### config.mk
export PLATFORM = sky130hd
export DESIGN_NAME = ram_fifo_ctrl
export DESIGN_NICKNAME = d
export VERILOG_FILES = /design/src/rtl/ram_fifo_ctrl.sv
export SDC_FILE = /design/constraint.sdc
export NUM_CORES = 1
export LEC_CHECK = 0
export BUFFER_PORTS_ARGS = -buffer_cell sky130_fd_sc_hd__buf_2
export CAP_MARGIN = 20
export CORE_MARGIN = 4
export CORE_UTILIZATION = 58
export CTS_CLUSTER_SIZE = 25
export DETAILED_ROUTE_END_ITERATION = 8
export GPL_ROUTABILITY_DRIVEN = 0
export GPL_TIMING_DRIVEN = 1
export PLACE_DENSITY = 0.89
export SETUP_SLACK_MARGIN = 0.15
export SLEW_MARGIN = 20
export SYNTH_ARGS = -nofsm -noshare
export SYNTH_HDL_FRONTEND = slang
export SYNTH_SLANG_ARGS = --single-unit
### constraint.sdc
create_clock -name clk -period 8.9 [get_ports clk]
set_input_delay 0.89 -clock clk [delete_from_list [all_inputs] [get_ports clk]]
set_output_delay 0.89 -clock clk [all_outputs]
set_load 0.05 [all_outputs]
### src/rtl/ram_fifo_ctrl.sv
// FWFT FIFO controller for a 64x8 dual-port RAM with 1-clk registered read, fronted by a 2-entry output buffer.
// Optional: define FIFO_OVF_CNT_EN to add a saturating dropped-write cycle counter (ovf_cnt).
module ram_fifo_ctrl #(
  parameter int DATA_W    = 8,
  parameter int ADDR_W    = 6,
  parameter int AFULL_LVL = 56
) (
  input  logic              clk,
  input  logic              rst_n,
  input  logic              wr_valid,
  input  logic [DATA_W-1:0] wr_data,
  output logic              wr_ready,
  output logic              rd_valid,
  output logic [DATA_W-1:0] rd_data,
  input  logic              rd_ready,
  output logic              ram_we,
  output logic [ADDR_W-1:0] ram_write_addr,
  output logic [DATA_W-1:0] ram_data,
  output logic [ADDR_W-1:0] ram_read_addr,
  input  logic [DATA_W-1:0] ram_q,
  output logic [ADDR_W:0]   level,
  output logic              almost_full
`ifdef FIFO_OVF_CNT_EN
  ,
  output logic [15:0]       ovf_cnt
`endif
);

  localparam int DEPTH = 1 << ADDR_W;
  localparam int LW    = ADDR_W + 1;

  logic [ADDR_W-1:0]            wptr, rptr;
  logic [LW-1:0]                mem_cnt, mem_cnt_nxt, level_nxt;
  logic [1:0]                   buf_cnt;
  logic [1:0][DATA_W-1:0]       obuf;
  logic                         inflight, not_full;
  logic                         accept, pop, fetch;
  logic [2:0]                   occ;

  assign wr_ready       = rst_n & not_full;
  assign accept         = wr_valid & wr_ready;
  assign pop            = (buf_cnt != 2'd0) & rd_ready;
  assign rd_valid       = buf_cnt != 2'd0;
  assign rd_data        = obuf[0];
  assign ram_we         = accept;
  assign ram_write_addr = wptr;
  assign ram_data       = wr_data;
  assign ram_read_addr  = rptr;

  // Words already headed for the output buffer; a pop this cycle frees one slot.
  assign occ         = {1'b0, buf_cnt} + {2'b0, inflight};
  assign fetch       = (mem_cnt != '0) && (occ < (3'd2 + {2'b0, pop}));
  assign mem_cnt_nxt = mem_cnt + LW'(accept) - LW'(fetch);
  assign level_nxt   = level + LW'(accept) - LW'(pop);

  always_ff @(posedge clk or negedge rst_n) begin
    if (!rst_n) begin
      wptr        <= '0;
      rptr        <= '0;
      mem_cnt     <= '0;
      level       <= '0;
      not_full    <= 1'b1;
      almost_full <= 1'b0;
      inflight    <= 1'b0;
    end else begin
      if (accept) wptr <= wptr + 1'b1;
      if (fetch)  rptr <= rptr + 1'b1;
      mem_cnt     <= mem_cnt_nxt;
      level       <= level_nxt;
      not_full    <= mem_cnt_nxt < LW'(DEPTH);
      almost_full <= level_nxt >= LW'(AFULL_LVL);
      inflight    <= fetch;
    end
  end

  // Output buffer: obuf[0] is the head; a capture never finds the buffer full.
  always_ff @(posedge clk or negedge rst_n) begin
    if (!rst_n) begin
      obuf    <= '0;
      buf_cnt <= 2'd0;
    end else begin
      case ({inflight, pop})
        2'b10: begin
          obuf[buf_cnt[0]] <= ram_q;
          buf_cnt          <= buf_cnt + 2'd1;
        end
        2'b01: begin
          obuf[0] <= obuf[1];
          buf_cnt <= buf_cnt - 2'd1;
        end
        2'b11: begin
          if (buf_cnt == 2'd2) begin
            obuf[0] <= obuf[1];
            obuf[1] <= ram_q;
          end else begin
            obuf[0] <= ram_q;
          end
        end
        default: ;
      endcase
    end
  end

`ifdef FIFO_OVF_CNT_EN
  always_ff @(posedge clk or negedge rst_n) begin
    if (!rst_n)
      ovf_cnt <= 16'd0;
    else if (wr_valid && !wr_ready && ovf_cnt != 16'hFFFF)
      ovf_cnt <= ovf_cnt + 16'd1;
  end
`endif

endmodule

==> results_dict.tcl, run 1 <==
set metrics [dict create \
    run_status "finished clean" \
    synth_edf_count 0 \
    cts_root_buf "clkbuf_8" \
    via_per_inst 5.60 \
    grt_max_degree 50 \
    post_route_cells_drive_above_1_share 0.259 \
    syn2layout_area_growth_pct 9.97 \
    drc 0 \
    post-cts-setup-buffers 0 \
    avgSynthCellArea_um2 10.7 \
    cts_tree "built" \
    post-route-period-util 0.387 \
    die_area_mm2 0.00559 \
    setup_violations 0 \
    synth_top_area_cell "dfrtp_1" \
    io_pins 59 \
    drtPass1Iterations 4 \
    n_fill_cell 343 \
    max_stage_delay_ns 0.51 \
    port_buffers 42 \
    die-width_um 74.8 \
    hp-class "reg2reg" \
    worst_pin_slew_ns 0.587 \
    final_antenna_net_count 0 \
    routed_wl_mm 4.66 \
    multi_input_area_mm2 0.00118 \
    first_global_vias 1764 \
    max_slew_margin 0.608 \
    start_util 0.598 \
    skew_ns 0.00940 \
    ys_seq_area_frac 0.455 \
    h-tree-depth 2 \
    track_usage 0.178 \
    wl_per_cell_um 14.3 \
    grt_pass1_wl_mm 7.64 \
    fmax_mhz 290 \
    diodes 0 \
    worstPathArrival_ns 3.62 \
    yosys-top-cells-area "dfrtp_1, ha_1, buf_4, xnor2_1, mux2_2" \
    synthArstFlopShare 1.00 \
    yosysWarnings 0 \
    clk_pin_slew_ns 0.09 \
    rsz0062_at_grt "no" \
    row_count 24 \
    end_kind "flip-flop" \
    vias 1825 \
    fin_tns_setup_ns 0 \
    criticalPathCategory "reg2reg" \
    antenna_found_initial 0 \
    crit_slowest_cell "dfrtp_1" \
    ys.flop_type "dfrtp_1" \
    num-nets-final 314 \
    cp_max_fo 10 \
    final_hold_viol_count 0 \
    die_y_um 74.8 \
    synthDistinctLibCells 48 \
    dr.first_iter.drc_count 89 \
    critical_path.most_common_cell "ha_1" \
    final-seq-area_mm2 0.00118 \
    worstSkewPairLatency_ns 0.30 \
    cap_violations 0 \
    crit_required_ns 9.07 \
    grt_overflow 0 \
    cts_made_buffers 5 \
    start_kind "flip-flop" \
    min_period_ns 3.44 \
    synth.most_common_cell "dfrtp_1" \
    synth.top_cell.area_share 0.445 \
    synthCells 242 \
    numClockSinks 47 \
    fp.coreArea_mm2 0.00432 \
    cts.repair.resized 0 \
    path_cells "ha_1 -> ha_1 -> a41oi_1 -> nand2_1 -> inv_1 -> ha_1 -> inv_1 -> ha_1 -> inv_1 -> fa_1 -> nand2b_1 -> a21oi_1 -> o21a_1 -> o211ai_1" \
    clockBufferDepth 2 \
    synth_area_mm2 0.00259 \
    ys_seq_elements 47 \
    syn-num-nets 283 \
    netlist_top_cells_count "dfrtp_1, inv_1, ha_1" \
    maxSlewViolCount 0 \
    cts_hold_buffers 0 \
    dpl.hpwl_mm 3.37 \
]
==> final timing paths <==
path / from / end / slack, ns / cells past startpoint
max in group asynchronous: rst_n / ram_write_addr[3]$_DFFE_PN0N_ / 7.84 / 2
hold / removal: ram_write_addr[5]$_DFFE_PN0N_ / ram_write_addr[5]$_DFFE_PN0N_ / 0.48 / 1
hold reg to reg: ram_write_addr[5]$_DFFE_PN0N_ / ram_write_addr[5]$_DFFE_PN0N_ / 0.48 / 1
setup / recovery: buf_cnt[0]$_DFFE_PN0P_ / mem_cnt[6]$_DFF_PN0_ / 5.46 / 14
min in group asynchronous: rst_n / rd_data[4]$_DFFE_PN0P_ / 0.66 / 2
setup reg to reg: buf_cnt[0]$_DFFE_PN0P_ / mem_cnt[6]$_DFF_PN0_ / 5.46 / 14
==> routing by layer <==
metal / track usage / vias up / share of wire
met2: 0.307 / 38 / 0.52
li1: - / 891 / -
met1: 0.206 / 883 / 0.41
met5: 0 / - / 0
met3: 0.0414 / 13 / 0.049
met4: 0.0909 / 0 / 0.022
==> cell usage in the layout, fill, tap and decap left out, types with 2 or more instances in the layout <==
master     synthesis  routed
o21ai_2            3       3
ha_1              19      19
and3_1             3       3
nand3_1            6       6
dfrtp_1           46      46
nand2_1            8       8
o211ai_1           2       2
buf_2              1      42
nor3_1             3       3
o21bai_1           3       3
o21ai_0            4       4
inv_1             23      23
nand4_1            2       2
or2_2              3       3
and2_1             2       2
or4b_1             2       2
nor2_1            18      18
a21oi_2            2       2
a21oi_1           11      11
fa_1               2       2
xnor2_1           12      12
o211a_1            2       2
a22oi_1            8       8
o2111ai_1          2       2
xor2_1             4       4
clkbuf_8           0       5
mux2_2             9       9
nor2b_1            3       3
a211oi_1           3       3
==> cells by family (layout without fill, tap and decap cells) <==
logic type | count (synthesis) | in the layout | share of synthesized area
buf+inv | 42 | 74 | 0.0866
flops | 47 | 47 | 0.455
mux | 9 | 9 | 0.0392
simple gates | 57 | 57 | 0.117
xor+xnor | 16 | 16 | 0.0542
compound gates | 50 | 50 | 0.141
fa+ha+maj | 21 | 21 | 0.107
==> worst max-delay path: cells and delay by family, from the launching register on <==
family,cells,cell delay (ns)
AO/OA/AOI/OAI,4,0.92
adder cells (fa/ha/maj),5,1.26
buffers and inverters,3,0.27
flip-flops,1,0.51
AND/OR/NAND/NOR,2,0.36
==> sequential cells by signal, summed over array words and instances (netlist names), 2 cells and up <==
signal          cells
ram_write_addr      6
rd_data             8
ram_read_addr       6
buf_cnt             2
mem_cnt             7
obuf                8
level               7
==> metrics by stage <==
step / hold WS, ns / area, um2 / worst slack (ns) / instances / utilization
after floorplan: 0.480 / 2590 / 5.95 / 242 / -
after global placement: 0.454 / 2730 / 5.53 / 318 / 0.632
after detailed placement: 0.461 / 2730 / 5.42 / 318 / 0.632
after CTS: 0.481 / 2840 / 5.44 / 326 / 0.658
after global routing: 0.501 / 2840 / 5.23 / 326 / 0.658
final: 0.480 / 2840 / 5.46 / 326 / 0.658
==> cell type report <==
type | count | area share
Multi-Input combinational cell | 153 | 0.417
Sequential cell | 47 | 0.414
Timing Repair Buffer | 43 | 0.0766
Inverter | 23 | 0.0304
Clock buffer | 5 | 0.0242
Tap cell | 52 | 0.0229
Clock inverter | 3 | 0.0154
Power of run 1 is left out: the tool's default activity adds up to more than one toggle a clock period on the data nets, which glitch-free logic cannot reach.
==> run 2: changes to the inputs <==
--- a/config.mk
+++ b/config.mk
@@ -8,12 +8,12 @@
 export BUFFER_PORTS_ARGS = -buffer_cell sky130_fd_sc_hd__buf_2
 export CAP_MARGIN = 20
 export CORE_MARGIN = 4
-export CORE_UTILIZATION = 58
+export CORE_UTILIZATION = 49
 export CTS_CLUSTER_SIZE = 25
 export DETAILED_ROUTE_END_ITERATION = 8
 export GPL_ROUTABILITY_DRIVEN = 0
 export GPL_TIMING_DRIVEN = 1
-export PLACE_DENSITY = 0.89
+export PLACE_DENSITY = 0.8
 export SETUP_SLACK_MARGIN = 0.15
 export SLEW_MARGIN = 20
 export SYNTH_ARGS = -nofsm -noshare
==> constraint.sdc (replaced) <==
create_clock -name clk -period 3.13 [get_ports clk]
set_input_delay 0.313 -clock clk [delete_from_list [all_inputs] [get_ports clk]]
set_output_delay 0.313 -clock clk [all_outputs]
set_load 0.05 [all_outputs]
==> run 2 against run 1 <==
Against the previous run:
- cell area rose by 2.5%
- sequential share of layout area down 1.0 points
- final cell count grew 6.4%
- maximum frequency grew 24%
- clock skew is 0.0042 ns higher
- register-to-register slack got worse by 5.1 ns
==> results_dict.tcl, run 2 (synthesis gave the netlist of run 1 again) <==
set metrics [dict create \
    run_status "finished clean" \
    worst_pin_slew_ns 0.624 \
    cp_top_family "adder cells" \
    maxSlewViolCount 0 \
    cts_tree "built" \
    drc 0 \
    cts_hold_buffers 0 \
    port_buffers 42 \
    num-nets-final 317 \
    antenna_found_initial 0 \
    criticalPathCategory "reg2reg" \
    worstPathArrival_ns 2.95 \
    diodes 0 \
    final_antenna_net_count 0 \
    vias 1755 \
    clk_pin_slew_ns 0.10 \
    first_global_vias 1696 \
    dpl.hpwl_mm 3.33 \
    dr.first_iter.drc_count 74 \
    die_area_mm2 0.00650 \
    setup_violations 0 \
    grt_pass1_wl_mm 7.58 \
    clockBufferDepth 2 \
    via_per_inst 5.06 \
    end_kind "flip-flop" \
    cts_root_buf "clkbuf_8" \
    post_route_cells_drive_above_1_share 0.285 \
    hp-class "in2async" \
    max_slew_margin 0.584 \
    die_y_um 80.7 \
    place_area_mm2 0.00278 \
    fin_tns_setup_ns 0 \
    wl_per_cell_um 13.0 \
    cp_max_fo 5 \
    max_stage_delay_ns 0.39 \
    fmax_mhz 359 \
    fp.coreArea_mm2 0.00511 \
    crit_slowest_cell "dfrtp_1" \
    min_period_ns 2.78 \
    start_kind "flip-flop" \
    most-common-layout-cells "dfrtp_1, buf_2, inv_1, nor2_1, ha_1" \
    die-width_um 80.7 \
    fin_util 0.571 \
    numClockSinks 47 \
    fin_area_mm2 0.00291 \
    fin_cells 347 \
    h-tree-depth 2 \
    rsz0062_at_grt "no" \
    cts_made_buffers 5 \
    cts.repair.resized 0 \
    post-cts-setup-buffers 0 \
    n_fill_cell 447 \
    worstSkewPairLatency_ns 0.31 \
    grt_overflow 0 \
    track_usage 0.150 \
    dp_cells 339 \
    final_hold_viol_count 0 \
    cap_violations 0 \
    final_common_cell "dfrtp_1" \
    drtPass1Iterations 4 \
    post-route-period-util 0.889 \
    grt_max_degree 49 \
    syn2layout_area_growth_pct 12.7 \
    row_count 26 \
    skew_ns 0.0136 \
    crit_required_ns 3.30 \
    start_util 0.506 \
    path_cells "ha_1 -> ha_4 -> o21ai_4 -> nand2_2 -> inv_1 -> ha_1 -> inv_1 -> ha_1 -> inv_1 -> fa_2 -> nand2b_1 -> a21oi_2 -> o21a_1 -> o211ai_1" \
    io_pins 59 \
    routed_wl_mm 4.50 \
    path_buf_inv 3 \
]
[run 2: cell type report]
type	instances	area (um2)	area share
timing repair buffer	46	240	0.0824
clock buffer	5	68.8	0.0236
sequential	47	1180	0.404
inverter	23	86.3	0.0296
clock inverter	3	25.0	0.00859
tap	70	87.6	0.0301
multi-input combinational	153	1230	0.422
[run 2: worst paths after layout]
check,start,end,slack [ns],cells past startpoint
max,buf_cnt[0]$_DFFE_PN0P_,mem_cnt[6]$_DFF_PN0_,0.35,14
min,rst_n,rd_data[7]$_DFFE_PN0P_,0.15,2
max reg2reg,buf_cnt[0]$_DFFE_PN0P_,mem_cnt[6]$_DFF_PN0_,0.35,14
min reg2reg,ram_read_addr[5]$_DFFE_PN0P_,ram_read_addr[5]$_DFFE_PN0P_,0.47,1
max in group asynchronous,rst_n,mem_cnt[3]$_DFF_PN0_,2.57,2
min in group clk,ram_q[5],obuf[13]$_DFFE_PN0P_,0.24,2
[run 2: layer usage]
layer | up-vias | track usage | wire length [um]
met5 | - | 0 | 0
met4 | 0 | 0.0507 | 62
met3 | 7 | 0.0437 | 235
met2 | 30 | 0.244 | 2150
met1 | 824 | 0.192 | 2050
li1 | 894 | - | -
[run 2: metrics by stage]
step | worst slack, ns | hold WS (ns)
floorplan | 0.289 | 0.0174
global placement | 0.299 | 0.457
detailed placement | 0.206 | 0.458
CTS | 0.192 | 0.160
global route | 0.144 | 0.198
finish | 0.346 | 0.149
Power of run 2 is left out for the same reason.
==> run 3: changes to the inputs <==
--- a/config.mk
+++ b/config.mk
@@ -12,7 +12,7 @@
 export CTS_CLUSTER_SIZE = 25
 export DETAILED_ROUTE_END_ITERATION = 8
 export GPL_ROUTABILITY_DRIVEN = 0
-export GPL_TIMING_DRIVEN = 1
+export GPL_TIMING_DRIVEN = 0
 export PLACE_DENSITY = 0.8
 export SETUP_SLACK_MARGIN = 0.15
 export SLEW_MARGIN = 20
==> run 3 against run 2 <==
Against the previous run:
- largest cell class unchanged
- maximum frequency down 1.2%
- cell area up 5.8%
- non-clock buffer count up 24
- sequential share of layout area down 2.2 points
- sequential cell count unchanged
- utilization up 3.3 points
- first-iteration DRC count down 32%
- critical path depth unchanged
- register-to-register slack worse by 0.03 ns
==> results_dict.tcl, run 3 (synthesis gave the netlist of run 1 again) <==
set metrics [dict create \
    run_status "finished clean" \
    hp-class "in2async" \
    syn2layout_area_growth_pct 19.3 \
    post-route-period-util 0.900 \
    max_slew_margin 0.600 \
    cts_root_buf "clkbuf_8" \
    start_kind "flip-flop" \
    path_buf_inv 3 \
    cp_max_fo 3 \
    fin_area_mm2 0.00308 \
    antenna_found_initial 0 \
    worstPathArrival_ns 2.98 \
    criticalPathCategory "reg2reg" \
    cts_hold_buffers 0 \
    post_route_cells_drive_above_1_share 0.336 \
    crit_required_ns 3.29 \
    clk_pin_slew_ns 0.08 \
    final_antenna_net_count 0 \
    n_fill_cell 460 \
    die-width_um 80.7 \
    path_cells "ha_1 -> ha_4 -> a41oi_2 -> nand2_2 -> inv_1 -> ha_1 -> inv_1 -> ha_1 -> inv_1 -> fa_2 -> nand2b_1 -> a21oi_2 -> o21a_1 -> o211ai_1" \
    routed_wl_mm 4.65 \
    skew_ns 0.00713 \
    diodes 0 \
    start_util 0.506 \
    track_usage 0.155 \
    grt_use_met1 0.187 \
    startpoint "buf_cnt[0]$_DFFE_PN0P_" \
    numClockSinks 47 \
    first_global_vias 1798 \
    port_buffers 50 \
    via_per_inst 4.94 \
    drtPass1Iterations 4 \
    grt_overflow 0 \
    top_usage_layer "met2" \
    end_kind "flip-flop" \
    wl_per_cell_um 12.5 \
    drc 0 \
    max_stage_delay_ns 0.38 \
    cap_violations 0 \
    row_count 26 \
    r2r_start "buf_cnt[0]$_DFFE_PN0P_" \
    grtUsageMet3 0.0415 \
    num-nets-final 341 \
    h-tree-depth 2 \
    fmax_mhz 355 \
    cts_tree "built" \
    grt_max_degree 50 \
    dr.first_iter.drc_count 50 \
    io_pins 59 \
    grt_use_met2 0.272 \
    setup_violations 0 \
    most-common-layout-cells "buf_2, dfrtp_1, inv_1, buf_4" \
    cp_top_family "adder cells" \
    final_common_cell "buf_2" \
    fp.coreArea_mm2 0.00511 \
    dpl.hpwl_mm 3.44 \
    maxSlewViolCount 0 \
    clockBufferDepth 2 \
    vias 1834 \
    rsz0062_at_grt "no" \
    min_period_ns 2.82 \
    crit_slowest_cell "dfrtp_1" \
    die_area_mm2 0.00650 \
    cts_made_buffers 5 \
    grt_pass1_wl_mm 7.82 \
    place_area_mm2 0.00292 \
    final_hold_viol_count 0 \
    die_y_um 80.7 \
    worst_pin_slew_ns 0.599 \
    fin_tns_setup_ns 0 \
    worstSkewPairLatency_ns 0.29 \
]
==> run 3: cell types whose count changed in the layout (fill, tap and decap cells not counted) <==
cell / previous run / this run
clkinv_4: 2 / 0
clkbuf_1: 0 / 2
clkinvlp_4: 1 / 0
buf_2: 42 / 50
bufinv_16: 0 / 1
clkbuf_2: 0 / 1
buf_4: 4 / 19
==> run 3: repair_timing <==
| item | in CTS | in global routing |
|---|---|---|
| gates resized for setup | 3 | 5 |
| pin swaps | 0 | 1 |
| endpoints found under the setup margin | 3 | 3 |
| buffers inserted | 1 | 0 |
==> run 3: final cells by class <==
| class | instances | area [um2] | area share |
|---|---|---|---|
| repair buffers | 51 | 260 | 0.0844 |
| plain buffers | 19 | 138 | 0.0446 |
| inverters | 23 | 86.3 | 0.0280 |
| flip-flops and latches | 47 | 1180 | 0.382 |
| clock buffers | 7 | 76.3 | 0.0247 |
| well taps | 70 | 87.6 | 0.0284 |
| multi-input cells | 153 | 1230 | 0.398 |
| clock inverters | 1 | 30.0 | 0.00974 |
==> run 3: metal layers <==
metal  share of wire  up-vias
met5               0        -
met3           0.045        5
met1            0.44      854
met2            0.50       34
li1                -      941
met4           0.011        0
==> run 3: worst paths after layout <==
check                           slack (ns)                           end  cells past startpoint
worst max-delay path                  0.31          mem_cnt[6]$_DFF_PN0_                     14
worst min-delay path                  0.03            level[4]$_DFF_PN0_                      1
worst max register to register        0.31          mem_cnt[6]$_DFF_PN0_                     14
max in group asynchronous             2.70          obuf[15]$_DFFE_PN0P_                      1
min in group clk                      0.26           obuf[9]$_DFFE_PN0P_                      2
worst min register to register        0.47  ram_read_addr[5]$_DFFE_PN0P_                      1
==> run 3: worst register-to-register path: cells and delay by family (launching register included) <==
kind                       cells  cell delay (ns)
AOI/OAI and AO/OA              4             0.68
buffers and inverters          3             0.22
and+or+nand+nor                2             0.28
DFF                            1             0.38
adders and majority gates      5             1.12
==> run 3: through the flow <==
| stage | setup slack (ns) | utilization | hold slack (ns) | instances |
|---|---|---|---|---|
| after CTS | 0.169 | 0.598 | 0.0372 | 371 |
| after global routing | 0.122 | 0.604 | 0.0633 | 371 |
| final | 0.314 | 0.604 | 0.0262 | 371 |
| after floorplan | 0.289 | - | 0.0174 | 242 |
| after detailed placement | -0.260 | 0.573 | 0.458 | 362 |
| after global placement | -0.192 | 0.573 | 0.456 | 362 |
Power of run 3 is left out for the same reason.
